<file path="config.mk">
export PLATFORM = sky130hd
export DESIGN_NAME = spi_cmd_parser
export DESIGN_NICKNAME = d
export VERILOG_FILES = /design/src/rtl/spi_cmd_pkg.sv /design/src/rtl/spi_cmd_parser.sv
export SDC_FILE = /design/constraint.sdc
export NUM_CORES = 1
export LEC_CHECK = 0
export CAP_MARGIN = 20
export CORE_ASPECT_RATIO = 0.6
export CORE_MARGIN = 2
export CORE_UTILIZATION = 58
export CTS_BUF_LIST = sky130_fd_sc_hd__clkbuf_16
export CTS_CLUSTER_SIZE = 24
export DETAILED_ROUTE_END_ITERATION = 8
export PLACE_DENSITY = 0.8
export SLEW_MARGIN = 25
export SYNTH_ARGS = -nofsm -noshare
export SYNTH_HDL_FRONTEND = slang
export SYNTH_SLANG_ARGS = --single-unit
</file>
<file path="constraint.sdc">
create_clock -name clk_in -period 4.3 [get_ports clk_in]
set_clock_uncertainty 0.05 [all_clocks]
set_input_delay 0.86 -clock clk_in [delete_from_list [all_inputs] [get_ports clk_in]]
set_output_delay 0.86 -clock clk_in [all_outputs]
set_load 0.02 [all_outputs]
</file>
<file path="src/rtl/spi_cmd_pkg.sv">
// Command codes, parser state encoding and reset defaults for the SPI command parser.
package spi_cmd_pkg;

  localparam logic [7:0] CMD_CONF_WR = 8'h2A;
  localparam logic [7:0] CMD_ADDR_WR = 8'h2B;
  localparam logic [7:0] CMD_DATA_WR = 8'h2C;
  localparam logic [7:0] CMD_REFRESH = 8'h2D;

  localparam logic [7:0] T0H_RST     = 8'd10;
  localparam logic [7:0] T1H_RST     = 8'd30;
  localparam logic [7:0] TBIT_RST    = 8'd60;
  localparam logic [7:0] LED_NUM_RST = 8'd64;

  typedef enum logic [2:0] {
    ST_IDLE,
    ST_CONF,
    ST_ADDR,
    ST_DATA,
    ST_DISCARD
  } state_e;

endpackage

</file>
<file path="src/rtl/spi_cmd_parser.sv">
// Byte-stream command parser: decodes SPI frames into LED-RAM writes, bit-timing
// configuration and refresh requests.
//
// state      | meaning
// -----------+-------------------------------------------------------------
// ST_IDLE    | waiting for the command byte of a frame
// ST_CONF    | collecting t0h, t1h, tbit, led_num into shadow registers
// ST_ADDR    | collecting the big-endian 12-bit RAM address
// ST_DATA    | writing every received byte to RAM, address auto-increments
// ST_DISCARD | ignoring bytes until CS deasserts
module spi_cmd_parser
  import spi_cmd_pkg::*;
(
  input  logic        clk_in,
  input  logic        rst_n_in,
  input  logic        spi_cs_in,
  input  logic        byte_rdy_in,
  input  logic [7:0]  byte_data_in,
  output logic        ram_wr_en_out,
  output logic [11:0] ram_wr_addr_out,
  output logic [7:0]  ram_wr_data_out,
  output logic [7:0]  t0h_time_out,
  output logic [7:0]  t1h_time_out,
  output logic [7:0]  tbit_time_out,
  output logic [7:0]  led_num_out,
  output logic        refresh_out
);

  state_e      state_q, state_d;
  logic [1:0]  cnt_q, cnt_d;
  logic [7:0]  sh_t0h_q, sh_t0h_d;
  logic [7:0]  sh_t1h_q, sh_t1h_d;
  logic [7:0]  sh_tbit_q, sh_tbit_d;
  logic [3:0]  sh_addr_hi_q, sh_addr_hi_d;
  logic [11:0] addr_q, addr_d;
  logic        wr_en_q, wr_en_d;
  logic [11:0] wr_addr_q, wr_addr_d;
  logic [7:0]  wr_data_q, wr_data_d;
  logic        refresh_q, refresh_d;
  logic [7:0]  t0h_q, t0h_d, t1h_q, t1h_d, tbit_q, tbit_d, led_num_q, led_num_d;

  always_comb begin
    state_d      = state_q;
    cnt_d        = cnt_q;
    sh_t0h_d     = sh_t0h_q;
    sh_t1h_d     = sh_t1h_q;
    sh_tbit_d    = sh_tbit_q;
    sh_addr_hi_d = sh_addr_hi_q;
    addr_d       = addr_q;
    wr_en_d      = 1'b0;
    wr_addr_d    = wr_addr_q;
    wr_data_d    = wr_data_q;
    refresh_d    = 1'b0;
    t0h_d        = t0h_q;
    t1h_d        = t1h_q;
    tbit_d       = tbit_q;
    led_num_d    = led_num_q;

    // CS low wins over a coincident byte so a torn frame never commits.
    if (!spi_cs_in) begin
      state_d = ST_IDLE;
      cnt_d   = 2'd0;
    end else if (byte_rdy_in) begin
      case (state_q)
        ST_IDLE: begin
          cnt_d = 2'd0;
          case (byte_data_in)
            CMD_CONF_WR: state_d = ST_CONF;
            CMD_ADDR_WR: state_d = ST_ADDR;
            CMD_DATA_WR: state_d = ST_DATA;
            CMD_REFRESH: begin
              refresh_d = 1'b1;
              state_d   = ST_DISCARD;
            end
            default:     state_d = ST_DISCARD;
          endcase
        end
        ST_CONF: begin
          cnt_d = cnt_q + 2'd1;
          case (cnt_q)
            2'd0: sh_t0h_d  = byte_data_in;
            2'd1: sh_t1h_d  = byte_data_in;
            2'd2: sh_tbit_d = byte_data_in;
            default: begin
              t0h_d     = sh_t0h_q;
              t1h_d     = sh_t1h_q;
              tbit_d    = sh_tbit_q;
              led_num_d = byte_data_in;
              state_d   = ST_DISCARD;
            end
          endcase
        end
        ST_ADDR: begin
          cnt_d = cnt_q + 2'd1;
          if (cnt_q == 2'd0) begin
            sh_addr_hi_d = byte_data_in[3:0];
          end else begin
            addr_d  = {sh_addr_hi_q, byte_data_in};
            state_d = ST_DISCARD;
          end
        end
        ST_DATA: begin
          wr_en_d   = 1'b1;
          wr_addr_d = addr_q;
          wr_data_d = byte_data_in;
          addr_d    = addr_q + 12'd1;
        end
        ST_DISCARD: state_d = ST_DISCARD;
        default:    state_d = ST_IDLE;
      endcase
    end
  end

  always_ff @(posedge clk_in or negedge rst_n_in) begin
    if (!rst_n_in) begin
      state_q      <= ST_IDLE;
      cnt_q        <= 2'd0;
      sh_t0h_q     <= 8'h00;
      sh_t1h_q     <= 8'h00;
      sh_tbit_q    <= 8'h00;
      sh_addr_hi_q <= 4'h0;
      addr_q       <= 12'h000;
      wr_en_q      <= 1'b0;
      wr_addr_q    <= 12'h000;
      wr_data_q    <= 8'h00;
      refresh_q    <= 1'b0;
      t0h_q        <= T0H_RST;
      t1h_q        <= T1H_RST;
      tbit_q       <= TBIT_RST;
      led_num_q    <= LED_NUM_RST;
    end else begin
      state_q      <= state_d;
      cnt_q        <= cnt_d;
      sh_t0h_q     <= sh_t0h_d;
      sh_t1h_q     <= sh_t1h_d;
      sh_tbit_q    <= sh_tbit_d;
      sh_addr_hi_q <= sh_addr_hi_d;
      addr_q       <= addr_d;
      wr_en_q      <= wr_en_d;
      wr_addr_q    <= wr_addr_d;
      wr_data_q    <= wr_data_d;
      refresh_q    <= refresh_d;
      t0h_q        <= t0h_d;
      t1h_q        <= t1h_d;
      tbit_q       <= tbit_d;
      led_num_q    <= led_num_d;
    end
  end

  assign ram_wr_en_out   = wr_en_q;
  assign ram_wr_addr_out = wr_addr_q;
  assign ram_wr_data_out = wr_data_q;
  assign refresh_out     = refresh_q;
  assign t0h_time_out    = t0h_q;
  assign t1h_time_out    = t1h_q;
  assign tbit_time_out   = tbit_q;
  assign led_num_out     = led_num_q;

endmodule

</file>
; After elaboration in Yosys (flattened, before gate mapping)
; Index checks and enable logic that the tools add are counted.
[totals]
mem_count = 0
in_bits = 12
romBits = 0
out_inout_bits = 54
latchBits = 0
register_bits = 99
mem_bits_rw = 0
word_cells = 66
[op_classes]
div_mod_pow = 0
n_eq_ne = 16
n_bitwise = 1
n_mul = 0
add_sub_neg = 2
n_lt_le_gt_ge = 0
mux = 18
n_reduce_logical = 14
n_shift = 0
[op_table]
columns = op, count
row1 = equality test 8 x 6 -> 1 bit (second input constant), 4
row2 = AND reduction 4 bit, 7
row3 = one-hot mux 12 bit (2 select lines), 1
row4 = one-hot mux 3 bit (5 select lines), 1
row5 = adder 12 x 1 -> 12 bit (second input constant), 1
row6 = two-way mux 12 bit, 1
row7 = two-way mux 3 bit, 4
row8 = one-hot mux 3 bit (3 select lines), 1
row9 = two-way mux 1 bit, 7
row10 = equality test 3 x 2 -> 1 bit (second input constant), 2
row11 = != test 3 bit (second input constant), 2
row12 = two-way mux 2 bit, 2
row13 = != test 2 bit (second input constant), 2
row14 = one-hot mux 2 bit (2 select lines), 1
row15 = equality test 3 x 1 -> 1 bit (second input constant), 1
row16 = equality test 3 bit (second input constant), 1
row17 = logical NOT 3 bit, 1
row18 = != test 3 x 2 -> 1 bit (second input constant), 1
row19 = AND reduction 3 bit, 1
row20 = OR reduction 3 bit, 1
row21 = adder 2 x 1 -> 2 bit (second input constant), 1
row22 = equality test 2 x 1 -> 1 bit (second input constant), 1
row23 = equality test 2 bit (second input constant), 1
row24 = logical NOT 2 bit, 1
row25 = 5 further kinds, 5

; Longest topological paths before layout
[depth]
ltp_word = 6
mapped_depth = 7
depth_no_buf = 6

; Least setup slack after synthesis
; Ideal clock, no wire load.
[synth_path]
path_kind = input -> register
start = input port byte_rdy_in
end = register led_num_q[0], in the netlist led_num_out[0]
path_buffers = 2
t_arrival_ns = 1.789
setup_ns = 0.125
path_stages = 6
t_required_ns = 4.125
setup_slack_ns = 2.336
path_cell_list = nand2_4 > nor3_4 > and2_4 > buf_12 > buf_12 > mux2_4
[synth_between]
elab_chain_len = 1
[synth_rtl]
columns = item, line_no
row1 = start: declaration, spi_cmd_parser.sv:17  ; input logic byte_rdy_in,
row2 = AND reduction 4 bit (no line), n/a
row3 = end signal: assignment, spi_cmd_parser.sv:146  ; led_num_q <= led_num_d;
row4 = end: declaration, spi_cmd_parser.sv:40  ; logic [7:0] t0h_q, t0h_d, t1h_q, t1h_d, tbit_q, tbit_d, led_num_q, led_num_d;
; Every way passes these cells.
; A chain may end at the register's enable or synchronous reset.

; Worst setup path after layout
[layout_path]
start = input port byte_rdy_in
end = register t0h_q[4], in the netlist t0h_time_out[4]
[layout_between]
elab_chain_len = 1
[layout_rtl]
columns = item, line_no
row1 = AND reduction 4 bit (no line), n/a
row2 = end signal: assignment, spi_cmd_parser.sv:143  ; t0h_q <= t0h_d;
row3 = end: declaration, spi_cmd_parser.sv:40
; Every way passes these cells.

==> flow_summary.ini <==
[outcome]
outcome = complete, no violations

[critical_path]
end_kind = flop
required_ns = 4.48
worst_ep_arrival_time_ns = 2.87
critPathKind = primary input to flop
cp_max_fo = 32
startpoint_type = primary input

[final_layout]
fillers = 505
final_nets = 400
ff_latch_area_mm2 = 0.00249
n_antenna_cell = 0
fin_area_mm2 = 0.00545
final_common_cell = dfrtp_1
final_layout_size_suffix_gt1_frac = 0.307
multiInputGateArea_mm2 = 0.00182
area_growth_pct = 21.3
final_cell_mix = dfrtp_1, clkdlybuf4s50_1, mux2_2, mux2_4, nand2_1

[pwr]
seqPwrFrac = 0.490
p_sw_frac = 0.204
power_density_mw_per_mm2 = 352
peakVddDrop_v = 0.000320
cellLeakagePower_nw = 2.48
power_frac_comb = 0.036
cell_internal_pwr_w = 0.00153
power.switching_w = 0.000392
pwr-share-clk = 0.474

[cts]
cts_hold_buf = 0
h-tree-depth = 3
postCtsSetupBuffers = 0
cts_sinks = 99
ctsResizeCount = 0
cts_tree = yes
root_buffer = clkbuf_16
clk_pin_slew_worst_paths_ns = 0.07
cts_made_buffers = 9
cts_buffer_depth = 2
insertion_delay_ns = 0.35

[drt]
avgViaCountPerCell = 5.79
firstDrtPassIters = 5
ant_nets = 0
vias = 2851
wl_per_cell_um = 19.2
drt_wl_total_um = 9460
drt-initial-drc-count = 333
drc = 0

[timing]
worstMarginPinSlew_ns = 0.834
holdWs_ns = 0.452
finalSetupTns_ns = 0
clock.fmax_mhz = 372
slew_viol_final = 0
hold_viol_final = 0
fin_crit_sh = 0.626
setup_slack_ns = 1.61
maxSlewHeadroom = 0.444
period_minus_slack_ns = 2.69
final-setup-viol-count = 0
grt_setup_unrepaired = no

[logic_synthesis]
synth_cell_type_count = 52
syn_area_per_cell_um2 = 13.8
synth_ff_type = dfrtp_1
synth_nets = 342
synthArstFlopShare = 1.00
yosys_warnings = 0
synth_cells = 325
synth_edf_count = 0
synth_seq_cells = 99
seq_area_frac_synth = 0.554
synth_area_mm2 = 0.00449

[global_route]
grt_pass1_vias = 2736
grt_util_all_layers = 0.237
grt_overflow = 0
grt_start_max_net_pins = 79
grt_pass1_wl_um = 15100
antenna_found_initial = 0

[die]
die_w_um = 118
core_region_area_mm2 = 0.00739
fp-row-count = 24
die_area_mm2 = 0.00849
io_pins = 66
die_y_um = 72.2
initial_core_util = 0.608

[placed_design]
globalplace.congestion = 0.947
hpwl_um = 6180
place_ws_ns = 1.27
portBuffers = 65
place_area_mm2 = 0.00511

[flow_run]
drv_cap = 0

[min_path]
hp-class = flop to flop
[layer usage]
layer	vias to the layer above	share of wire	global-route usage	wire (µm)
met5	-	0	0	0
met4	0	0.0037	0.0402	35
met3	6	0.086	0.0920	816
met2	134	0.45	0.329	4220
met1	1425	0.46	0.359	4390
li1	1286	-	-	-
[through the flow]
| stage | std cells | total power [W] | utilization |
|---|---|---|---|
| floorplan | 325 | 0.000978 | - |
| global placement | 476 | 0.00103 | 0.691 |
| detailed placement | 476 | 0.00103 | 0.691 |
| CTS | 492 | 0.00193 | 0.738 |
| global route | 492 | 0.00198 | 0.738 |
| finish | 492 | 0.00192 | 0.738 |
[synth_stat cells, drive strengths merged (4+ instances only)]
master	count	area share
a21boi	4	0.0067
a21oi	13	0.015
a2bb2oi	7	0.014
and2	5	0.0084
and3	5	0.0070
buf	16	0.036
dfrtp	88	0.49
dfstp	11	0.064
ha	5	0.014
mux2	80	0.23
nand2	16	0.015
nand2b	6	0.010
nand3	11	0.012
nor2	10	0.010
nor3	4	0.0070
o21ai	13	0.014
o22ai	4	0.0056
[worst paths after layout]
| kind | startpoint | endpoint | slack (ns) | depth (start not counted) |
|---|---|---|---|---|
| max | byte_rdy_in | t0h_time_out[4] | 1.61 | 5 |
| min reg2reg | sh_t1h_q[5] | t1h_time_out[5] | 0.45 | 1 |
| min | sh_t1h_q[5] | t1h_time_out[5] | 0.45 | 1 |
| max in group asynchronous | rst_n_in | tbit_time_out[4] | 2.90 | 2 |
| min in group asynchronous | rst_n_in | ram_wr_addr_out[6] | 0.48 | 1 |
| max reg2reg | state_q[0] | t0h_time_out[4] | 2.13 | 4 |
[worst max-delay path: stages]
cell and delay [ns]:
clkdlybuf4s50_1 0.67, nand2_4 0.12, nor3_4 0.22, and2_4 0.58, mux2_2 0.40
[kinds of logic after synthesis]
group / synth area share
AOI/OAI and AO/OA: 0.0735
adders and majority gates: 0.0139
and+or+nand+nor: 0.0896
DFF: 0.554
buffers and inverters: 0.0409
muxes: 0.228
[cell type report]
class	instances	share of cell area
multi-input cells	204	0.334
well taps	104	0.0239
inverters	3	0.00207
clock inverters	7	0.0213
clock buffers	9	0.0413
flip-flops and latches	99	0.457
repair buffers	66	0.121
[sequential cells by signal, summed over array words and instances (netlist names)]
name             flops
addr_q              12
ram_wr_addr_out     12
led_num_out          8
ram_wr_data_out      8
sh_t0h_q             8
sh_t1h_q             8
sh_tbit_q            8
t0h_time_out         8
t1h_time_out         8
tbit_time_out        8
sh_addr_hi_q         4
state_q              3
cnt_q                2
ram_wr_en_out        1
refresh_out          1
[power by group through the flow]
stage / Sequential (W) / Combinational (W) / Clock [W]
floorplan: 0.000960 / 0.0000183 / 0
global placement: 0.000958 / 0.0000682 / 0
detailed placement: 0.000958 / 0.0000693 / 0
CTS: 0.000941 / 0.0000699 / 0.000922
global route: 0.000941 / 0.0000763 / 0.000964
finish: 0.000941 / 0.0000693 / 0.000909
(Power assumes the default switching activity.)
